File: src/rtl/bus_sched_pkg.sv
// Shared types and helpers for the weighted round-robin bus scheduler.
// Latency: n/a (declarations only).
// Backpressure: n/a.
package bus_sched_pkg;

    // Scheduler sequencing states; each packet walks ARB -> POP -> ROUTE.
    typedef enum logic [1:0] {
        ARB   = 2'd0,
        POP   = 2'd1,
        ROUTE = 2'd2
    } state_e;

    // Destination header occupies the top HDR_W bits of every packet.
    localparam int HDR_W = 8;

    // Header value that fans a packet out to every device except the sender.
    localparam logic [HDR_W-1:0] BCAST_ID = 8'hFF;

    // Widest packet the header helper accepts; callers zero-extend into it.
    localparam int PKT_MAX_W = 256;

    // Extract the destination header from a packet that is pkt_w bits wide.
    function automatic logic [HDR_W-1:0] hdr_of(input logic [PKT_MAX_W-1:0] pkt,
                                                 input int                   pkt_w);
        return HDR_W'(pkt >> (pkt_w - HDR_W));
    endfunction

endpackage

File: src/rtl/bus_wrr_scheduler_rr_picker.sv
// Rotating-priority search: first set request at or above ptr, wrapping to 0.
// Latency: purely combinational.
// Backpressure: none; the caller decides when to act on the pick.
module rr_picker #(
    parameter int N = 16
) (
    input  logic [N-1:0] req,
    input  logic [7:0]   ptr,
    output logic [7:0]   gnt_idx,
    output logic         any_req
);

    logic [N-1:0] w_rot;
    int           w_sum;

    // Rotate requests so ptr lands on bit 0, take the lowest set bit, map back.
    always_comb begin
        w_rot   = N'({req, req} >> ptr);
        any_req = 1'b0;
        w_sum   = 0;
        gnt_idx = '0;
        // Descending scan so the lowest rotated position wins.
        for (int k = N - 1; k >= 0; k--) begin
            if (w_rot[k]) begin
                any_req = 1'b1;
                w_sum   = int'(ptr) + k;
            end
        end
        if (w_sum >= N) begin
            w_sum = w_sum - N;
        end
        gnt_idx = 8'(w_sum);
    end

endmodule

File: src/rtl/bus_wrr_scheduler.sv
// Weighted round-robin scheduler moving head packets from device FIFOs to destination FIFOs.
// Latency: 3 cycles per packet (ARB, POP, ROUTE), no overlap between packets.
// Backpressure: a device is only served while its pndng flag is set; destinations are never stalled.
module bus_wrr_scheduler
    import bus_sched_pkg::*;
#(
    parameter int               pckg_sz  = 24,
    parameter int               drvrs    = 16,
    parameter logic [HDR_W-1:0] bcast_id = BCAST_ID,
    parameter int               wght_w   = 4
) (
    input  logic                            clk,
    input  logic                            reset,
    input  logic [drvrs-1:0]                pndng,
    input  logic [drvrs-1:0][pckg_sz-1:0]   D_pop,
    input  logic [drvrs-1:0][wght_w-1:0]    cfg_wght,
    output logic [drvrs-1:0]                pop,
    output logic [drvrs-1:0]                push,
    output logic [pckg_sz-1:0]              D_push,
    output logic [7:0]                      grant_id,
    output logic                            busy,
    output logic [15:0]                     drop_cnt
);

    localparam int IDX_W = (drvrs > 1) ? $clog2(drvrs) : 1;

    // Registered state
    state_e              r_state;
    logic [7:0]          r_rr_ptr;
    logic [wght_w-1:0]   r_burst_cnt;
    logic                r_burst_cont;
    logic [7:0]          r_grant_id;
    logic [drvrs-1:0]    r_pop;
    logic [drvrs-1:0]    r_push;
    logic [pckg_sz-1:0]  r_pkt_q;
    logic                r_busy;
    logic [15:0]         r_drop_cnt;

    // Next-state values
    state_e              w_state_nxt;
    logic [7:0]          w_rr_nxt;
    logic [wght_w-1:0]   w_burst_nxt;
    logic                w_cont_nxt;
    logic [7:0]          w_grant_nxt;
    logic [drvrs-1:0]    w_pop_nxt;
    logic [drvrs-1:0]    w_push_nxt;
    logic [pckg_sz-1:0]  w_pkt_nxt;
    logic                w_busy_nxt;
    logic [15:0]         w_drop_nxt;

    // Helpers around the current grant
    logic [7:0]          w_pick_idx;
    logic                w_any_req;
    logic [IDX_W-1:0]    w_gidx;
    logic                w_pnd_g;
    logic [pckg_sz-1:0]  w_head;
    logic [HDR_W-1:0]    w_dest;
    logic [wght_w-1:0]   w_wght_eff;
    logic                w_burst_more;

    rr_picker #(
        .N (drvrs)
    ) u_rr_picker (
        .req     (pndng),
        .ptr     (r_rr_ptr),
        .gnt_idx (w_pick_idx),
        .any_req (w_any_req)
    );

    // Per-grant views: head packet, its header, pending flag and effective weight.
    always_comb begin
        w_gidx       = r_grant_id[IDX_W-1:0];
        w_pnd_g      = pndng[w_gidx];
        w_head       = D_pop[w_gidx];
        w_dest       = hdr_of(PKT_MAX_W'(w_head), pckg_sz);
        w_wght_eff   = (cfg_wght[w_gidx] == '0) ? wght_w'(1) : cfg_wght[w_gidx];
        // Another packet fits in this burst only if the weight allows and the FIFO has one.
        w_burst_more = (({1'b0, r_burst_cnt} + (wght_w + 1)'(1)) < {1'b0, w_wght_eff})
                       && w_pnd_g;
    end

    // Next-state and next-output decode for the ARB/POP/ROUTE sequencer.
    always_comb begin
        w_state_nxt = r_state;
        w_rr_nxt    = r_rr_ptr;
        w_burst_nxt = r_burst_cnt;
        w_cont_nxt  = r_burst_cont;
        w_grant_nxt = r_grant_id;
        w_pop_nxt   = '0;
        w_push_nxt  = '0;
        w_pkt_nxt   = r_pkt_q;
        w_busy_nxt  = 1'b0;
        w_drop_nxt  = r_drop_cnt;

        case (r_state)
            ARB: begin
                w_cont_nxt = 1'b0;
                if (r_burst_cont && w_pnd_g) begin
                    // Burst continues on the same device without re-arbitration.
                    w_pop_nxt[w_gidx] = 1'b1;
                    w_busy_nxt        = 1'b1;
                    w_state_nxt       = POP;
                end else begin
                    // A burst whose device ran dry is abandoned here.
                    w_burst_nxt = '0;
                    if (w_any_req) begin
                        w_grant_nxt                      = w_pick_idx;
                        w_pop_nxt[w_pick_idx[IDX_W-1:0]] = 1'b1;
                        w_busy_nxt                       = 1'b1;
                        w_state_nxt                      = POP;
                    end else begin
                        w_grant_nxt = '0;
                    end
                end
            end

            POP: begin
                // FIFO advances on this edge; capture its head and decide the push now
                // so push and D_push appear together, registered, during ROUTE.
                w_pkt_nxt   = w_head;
                w_busy_nxt  = 1'b1;
                w_state_nxt = ROUTE;
                if (w_dest == bcast_id) begin
                    w_push_nxt         = '1;
                    w_push_nxt[w_gidx] = 1'b0;
                end else if ((int'(w_dest) < drvrs) && (w_dest != r_grant_id)) begin
                    w_push_nxt[w_dest[IDX_W-1:0]] = 1'b1;
                end else begin
                    w_drop_nxt = (r_drop_cnt == 16'hFFFF) ? r_drop_cnt : r_drop_cnt + 16'd1;
                end
            end

            ROUTE: begin
                w_pkt_nxt   = '0;
                w_state_nxt = ARB;
                if (w_burst_more) begin
                    w_burst_nxt = r_burst_cnt + wght_w'(1);
                    w_cont_nxt  = 1'b1;
                end else begin
                    w_burst_nxt = '0;
                    w_cont_nxt  = 1'b0;
                    w_rr_nxt    = (int'(r_grant_id) >= drvrs - 1) ? 8'd0 : r_grant_id + 8'd1;
                end
            end

            default: begin
                w_state_nxt = ARB;
            end
        endcase
    end

    // State and registered outputs; reset drops any in-flight packet silently.
    always_ff @(posedge clk or negedge reset) begin
        if (!reset) begin
            r_state      <= ARB;
            r_rr_ptr     <= '0;
            r_burst_cnt  <= '0;
            r_burst_cont <= 1'b0;
            r_grant_id   <= '0;
            r_pop        <= '0;
            r_push       <= '0;
            r_pkt_q      <= '0;
            r_busy       <= 1'b0;
            r_drop_cnt   <= '0;
        end else begin
            r_state      <= w_state_nxt;
            r_rr_ptr     <= w_rr_nxt;
            r_burst_cnt  <= w_burst_nxt;
            r_burst_cont <= w_cont_nxt;
            r_grant_id   <= w_grant_nxt;
            r_pop        <= w_pop_nxt;
            r_push       <= w_push_nxt;
            r_pkt_q      <= w_pkt_nxt;
            r_busy       <= w_busy_nxt;
            r_drop_cnt   <= w_drop_nxt;
        end
    end

    assign pop      = r_pop;
    assign push     = r_push;
    assign D_push   = r_pkt_q;
    assign grant_id = r_grant_id;
    assign busy     = r_busy;
    assign drop_cnt = r_drop_cnt;

endmodule

File: config.mk
export PLATFORM = sky130hd
export DESIGN_NAME = bus_wrr_scheduler
export DESIGN_NICKNAME = d
export VERILOG_FILES = /design/src/rtl/bus_sched_pkg.sv /design/src/rtl/bus_wrr_scheduler_rr_picker.sv /design/src/rtl/bus_wrr_scheduler.sv
export SDC_FILE = /design/constraint.sdc
export NUM_CORES = 1
export LEC_CHECK = 0
export ABC_CLOCK_PERIOD_IN_PS = 5900
export BUFFER_PORTS_ARGS = -buffer_cell sky130_fd_sc_hd__clkbuf_2
export CAP_MARGIN = 15
export CORE_AREA = 2 2 212 214
export DETAILED_ROUTE_END_ITERATION = 8
export DIE_AREA = 0 0 214 216
export GPL_ROUTABILITY_DRIVEN = 0
export PLACE_DENSITY = 0.6
export SYNTH_ARGS = -nofsm -noshare
export SYNTH_HDL_FRONTEND = slang
export SYNTH_SLANG_ARGS = --single-unit
File: constraint.sdc
create_clock -name clk -period 5.9 [get_ports clk]
set_input_delay 0.885 -clock clk [delete_from_list [all_inputs] [get_ports clk]]
set_output_delay 0.885 -clock clk [all_outputs]
set_load 0.05 [all_outputs]
### Yosys cells after proc, flatten, opt, wreduce, memory -nomap -nowiden

Cells that the tools add are included.

* flip-flop bits (word level): 96
* output and inout port bits: 81

* mux-type cells: 66
* magnitude comparators: 10
* reduce and logical (&&, ||, !) cells: 14
* add/subtract/negate cells: 20
* equal/unequal tests: 7
* bitwise logic cells: 6
* shift operators: 1

Operators with widths (number)
* $mux W32: 16
* $bmux W24 S4: 1
* $mux W16: 6
* $add A8 B4 Y9 const B: 8
* $pmux W24 S2: 1
* $add A8 B3 Y9 const B: 4
* $ge A32 B6 Y1 const B: 1
* $shr A32 B8 Y16: 1
* $mux W24: 1
* $mux W8: 3
* $mux W1: 23
* $add A8 B2 Y9 const B: 2
* $add A16 B1 Y16 const B: 1
* $bmux W4 S4: 1
* $eq A16 B16 Y1 const B: 1
* $mux W4: 4
* $not A16 Y16: 1
* $lt A4 B5 Y1 const B: 3
* $demux W1 S4: 3
* $ge A4 B1 Y1 const B: 3
* $add A8 B1 Y9 const B: 1
* $add A8 B1 Y8 const B: 1
* $eq A8 B8 Y1 const B: 1
* $ge A8 B4 Y1 const B: 1
* 22 further kinds: 36

### Depth between registers and ports, before layout

* depth after elaboration: 26
* gate-level depth with buffers: 20
* gate-level depth less buffers: 15

### Cells and area by module

From an unflattened synthesis, not the netlist that was laid out.

* cells, all modules: 1157
* area total of the unflattened synthesis: 11792.6 um^2

Modules (own cells, without submodules)
* bus_wrr_scheduler: cells an instance 684, instances 1, area each 8262.9 um^2
* rr_picker: cells an instance 473, instances 1, area each 3529.6 um^2

### Worst setup path after synthesis

No wires, ideal clock.

* kind: reg2reg
* from: reg r_rr_ptr[2]
* to: reg r_grant_id[5], in the netlist grant_id[5]
* stages on the path, launching flop included: 20
* buffers on the path: 5
* slack: 1.650 ns
* data arrival time: 4.128 ns
* path through: dfrtp_1 -> buf_6 -> or3_4 -> buf_6 -> buf_6 -> buf_6 -> o22ai_1 -> o221ai_1 -> a21oi_2 -> buf_2 -> and4b_1 -> nor2_1 -> mux2_2 -> o221ai_1 -> o221ai_1 -> ha_1 -> or4b_4 -> o41ai_4 -> mux2i_1 -> o21ai_1

* longest elaborated chain between the ends: 20
* elaborated cells between the ends (all ways): 52

Ends and longest elaborated chain
* start, declared: RTL line bus_wrr_scheduler.sv:29 `logic [7:0] r_rr_ptr;`
* start signal, assigned: RTL line bus_wrr_scheduler.sv:167 `r_rr_ptr <= w_rr_nxt;`
* $shr A32 B8 Y16 or $add A8 B4 Y9 (tied branches): RTL line bus_wrr_scheduler_rr_picker.sv:18, bus_wrr_scheduler_rr_picker.sv:26
* $mux W32 (16 in series): RTL line bus_wrr_scheduler_rr_picker.sv:24 `if (w_rot[k]) begin`
* $ge A32 B6 Y1 or $sub A8 B6 Y8 (tied branches): RTL line bus_wrr_scheduler_rr_picker.sv:29, bus_wrr_scheduler_rr_picker.sv:30
* $mux W8: RTL line bus_wrr_scheduler_rr_picker.sv:29 `if (w_sum >= N) begin`
* $mux W8 *: RTL line bus_wrr_scheduler.sv:106 `if (w_any_req) begin`
* end signal, assigned: RTL line bus_wrr_scheduler.sv:170 `r_grant_id <= w_grant_nxt;`
* end, declared: RTL line bus_wrr_scheduler.sv:32 `logic [7:0] r_grant_id;`

Mark *: on every way between the ends. The rest lies on a longest branch, timed or not.
A chain may end at the register's enable or synchronous reset.

### Worst setup path in the final report

* from: reg r_rr_ptr[0]
* to: reg r_grant_id[4], in the netlist grant_id[4]

* longest elaborated chain between the ends: 20
* elaborated cells between the ends (all ways): 52

Ends and longest elaborated chain (RTL line)
* $add A8 B4 Y9 or $shr A32 B8 Y16 (tied branches): bus_wrr_scheduler_rr_picker.sv:26, bus_wrr_scheduler_rr_picker.sv:18
* $mux W32 (16 in series): bus_wrr_scheduler_rr_picker.sv:24
* $ge A32 B6 Y1 or $sub A8 B6 Y8 (tied branches): bus_wrr_scheduler_rr_picker.sv:29, bus_wrr_scheduler_rr_picker.sv:30
* $mux W8: bus_wrr_scheduler_rr_picker.sv:29
* $mux W8 *: bus_wrr_scheduler.sv:106

Marks and branches as above.

==> impl_metrics.csv <==
group,metric,value,unit
outcome,status,"complete, no violations",
timing,hold_violations,0,
routing,firstDrtPassIters,6,
synthesis,synth_area,10900,µm²
global_route,antenna_found_initial,8,
routing,drc,0,
timing,slew_viol_final,0,
setup_path,path_delay_family,"compound AO/OA/AOI/OAI gates",
synthesis,synth_enable_flop_cells,0,
placement,portBuffers,546,
clock_network,ctsResizeCount,0,
flow_run,cap_viol_max_count,0,
clock_network,ctsHoldBuffers,0,
synthesis,synth.avg_cell_area,10.6,µm²
pwr,leakagePower,6.51,nW
floorplanning,core-area,43800,µm²
layout,utilization,33.1,%
placement,place_hpwl,41900,µm
pwr,power_per_cell_area,614,nW/µm²
global_route,grt_pass1_wl,74000,µm
floorplanning,boundaryPins,547,
global_route,grt_max_degree,61,
setup_path,cp-start-kind,"register",
setup_path,worstPathMaxFanout,20,
worst_hold_path,hp-class,"reg -> reg",
synthesis,synth-simple-area-share,12.8,%
timing,skew,0.0119,ns
routing,wl_per_cell,24.2,µm
setup_path,end_kind,"register",
routing,detail-route-antenna-nets,0,
floorplanning,dieWidth,214,µm
routing,viasPerCell,5.59,
clock_network,tritoncts,"yes",
timing,rsz0062_at_grt,"no",
setup_path,critical-path-slowest-cell,"dfrtp_1",
timing,slew_headroom,29.7,%
synthesis,synth_seq_cells,96,
clock_network,cts.sinks,96,
clock_network,root_buffer,"clkbuf_16",
synthesis,synthCells,1028,
synthesis,ys_seq_area_share,22.1,%
layout,area_growth,33.5,%
setup_path,crit_buf_inv,1,
global_route,track_usage,21.3,%
floorplanning,initial_utilization,24.8,%
setup_path,path_cells,"buf_4 > mux2i_1 > o22ai_2 > o221ai_1 > a21oi_1 > and2_1 > a2111oi_0 > o221ai_1 > o221ai_1 > ha_1 > or4b_4 > o41ai_4 > xnor2_1 > o31ai_2",
setup_path,slowest_delay,1.05,ns
routing,vias,11900,
timing,timing.fmax,192,MHz
floorplanning,rows,77,
routing,drt-initial-drc-count,1420,
timing,whs,0.496,ns
synthesis,synth_ff_type,"dfrtp_1",
synthesis,yosys_warnings,0,
global_route,gr-total-overflow,0,
layout,fin_nets,2021,
layout,fillCellCount,4465,
synthesis,synth_nets,1522,
timing,setup-tns-final,0,ns
setup_path,required,6.18,ns
pwr,finalPower,8.92,mW
synthesis,async_flop_share,100,%
synthesis,synthMuxAreaShare,33.9,%
clock_network,cts_buffers,9,
routing,routed_wl,51400,µm
timing,layout_setup_ws,0.702,ns
clock_network,cts_buffer_depth,2,
timing,tightest_slew,1.05,ns
synthesis,synth_xor_area_share,3.06,%
setup_path,reg2reg_slack,0.70,ns
synthesis,ys_types,93,
pwr,vdd_drop_max,0.290,mV
synthesis,synth-compound-area-share,19.9,%
setup_path,criticalPathCategory,"reg -> reg",
synthesis,synth_top_family_by_area,"multiplexers",
clock_network,clkTransAtPathRegs,0.08,ns
global_route,grt_pass1_vias,11500,
clock_network,cts_setup_buffers,0,
clock_network,clk_latency,0.37,ns
setup_path,cpMostUsedCell,"o221ai_1",
setup_path,worstPathArrival,5.47,ns
timing,post-route-period-util,88.1,%
synthesis,synthAdderAreaFrac,3.22,%
placement,pre_cts_ws,0.907,ns
floorplanning,fp.dieH,216,µm
clock_network,ctsHtreeMaxLevel,3,
layout,drive_gt1_share,51.8,%
floorplanning,die-area,46200,µm²
timing,final-setup-viol-count,0,
timing,finalCriticalPeriod,5.20,ns
==> worst paths after layout <==
kind | startpoint | endpoint | cells after the start
max reg2reg | r_rr_ptr[0] | grant_id[4] | 14
min | drop_cnt[6] | drop_cnt[6] | 1
min in group asynchronous | reset | r_burst_cont | 1
max in group asynchronous | reset | drop_cnt[12] | 2
min reg2reg | drop_cnt[6] | drop_cnt[6] | 1
max | r_rr_ptr[0] | grant_id[4] | 14
==> registers in the layout (all words and copies together) (netlist names) <==
name,count
r_burst_cont,1
r_burst_cnt,4
grant_id,8
busy,1
r_rr_ptr,8
D_push,24
push,16
r_state,2
pop,16
drop_cnt,16
==> through the flow <==
| stage | cells | cell area, µm² |
|---|---|---|
| 4_1_cts | 2123 | 14500 |
| 6_report | 2125 | 14500 |
| 5_1_grt | 2125 | 14500 |
| 3_5_place_dp | 2107 | 14200 |
| 3_3_place_gp | 2107 | 14200 |
| 2_1_floorplan | 1028 | 10900 |
==> Yosys cell counts, types with 11 or more instances <==
library cell  count  share of area [%]
dfrtp_1          96                 22
nand2b_1         12               0.69
nand4_1          14               0.81
and2_1           11               0.63
a21oi_1          56                2.6
nor2b_1          13               0.75
ha_1             28                3.2
buf_1            14               0.48
inv_1            32                1.1
o21ai_0          25                1.2
nor3_1           25                1.2
o211ai_1         12               0.83
nor2_1           67                2.3
mux4_2          147                 30
clkbuf_1         46                1.6
buf_2            18               0.83
a22o_1           26                2.1
mux2i_1          22                2.0
nand2_1          79                2.7
o21a_1           22                1.5
xnor2_1          29                2.3
nand3_1          18               0.83
o22ai_1          12               0.69
==> placed cells by master (no fill, tap or decap), drive strengths merged, types with 28 or more instances in the layout <==
master  instances
a21oi          57
ha             28
dfrtp          96
mux4          147
nand2          79
buf            31
xnor2          29
nor2           68
o21ai          29
inv            35
clkbuf        555
==> logic make-up (layout without fill, tap and decap cells) <==
logic type	Yosys count	in the layout
muxes	181	181
buffers and inverters	121	625
other	0	1
adders and majority gates	28	28
AOI/OAI and AO/OA	281	281
and+or+nand+nor	283	283
DFF	96	96
xor gates and xnor gates	38	38
==> metal layers <==
metal	vias to the layer above	GRT usage, %	wire length, µm
li1	5106	-	-
met1	5834	29.4	21900
met2	815	31.1	21900
met3	122	5.86	5250
met4	10	8.79	2250
met5	-	0	59
==> final cells by class <==
class	instances	area, µm²	share of cell area, %
Sequential cell	96	2410	16.6
Inverter	33	124	0.853
Tap cell	592	741	5.10
Clock inverter	6	86.3	0.595
Timing Repair Buffer	576	2980	20.5
Multi-Input combinational cell	811	7930	54.6
Clock buffer	10	239	1.65
Antenna cell	1	2.50	0.0172
==> report_power, final <==
group	internal [mW]	switching (mW)	leakage, nW	total [mW]
clock network	0.353	0.315	0.160	0.669
logic	2.74	4.34	5.08	7.08
registers	0.848	0.321	1.27	1.17
total	3.94	4.98	6.51	8.92
Note: power is estimated with default switching activity, not from simulation.
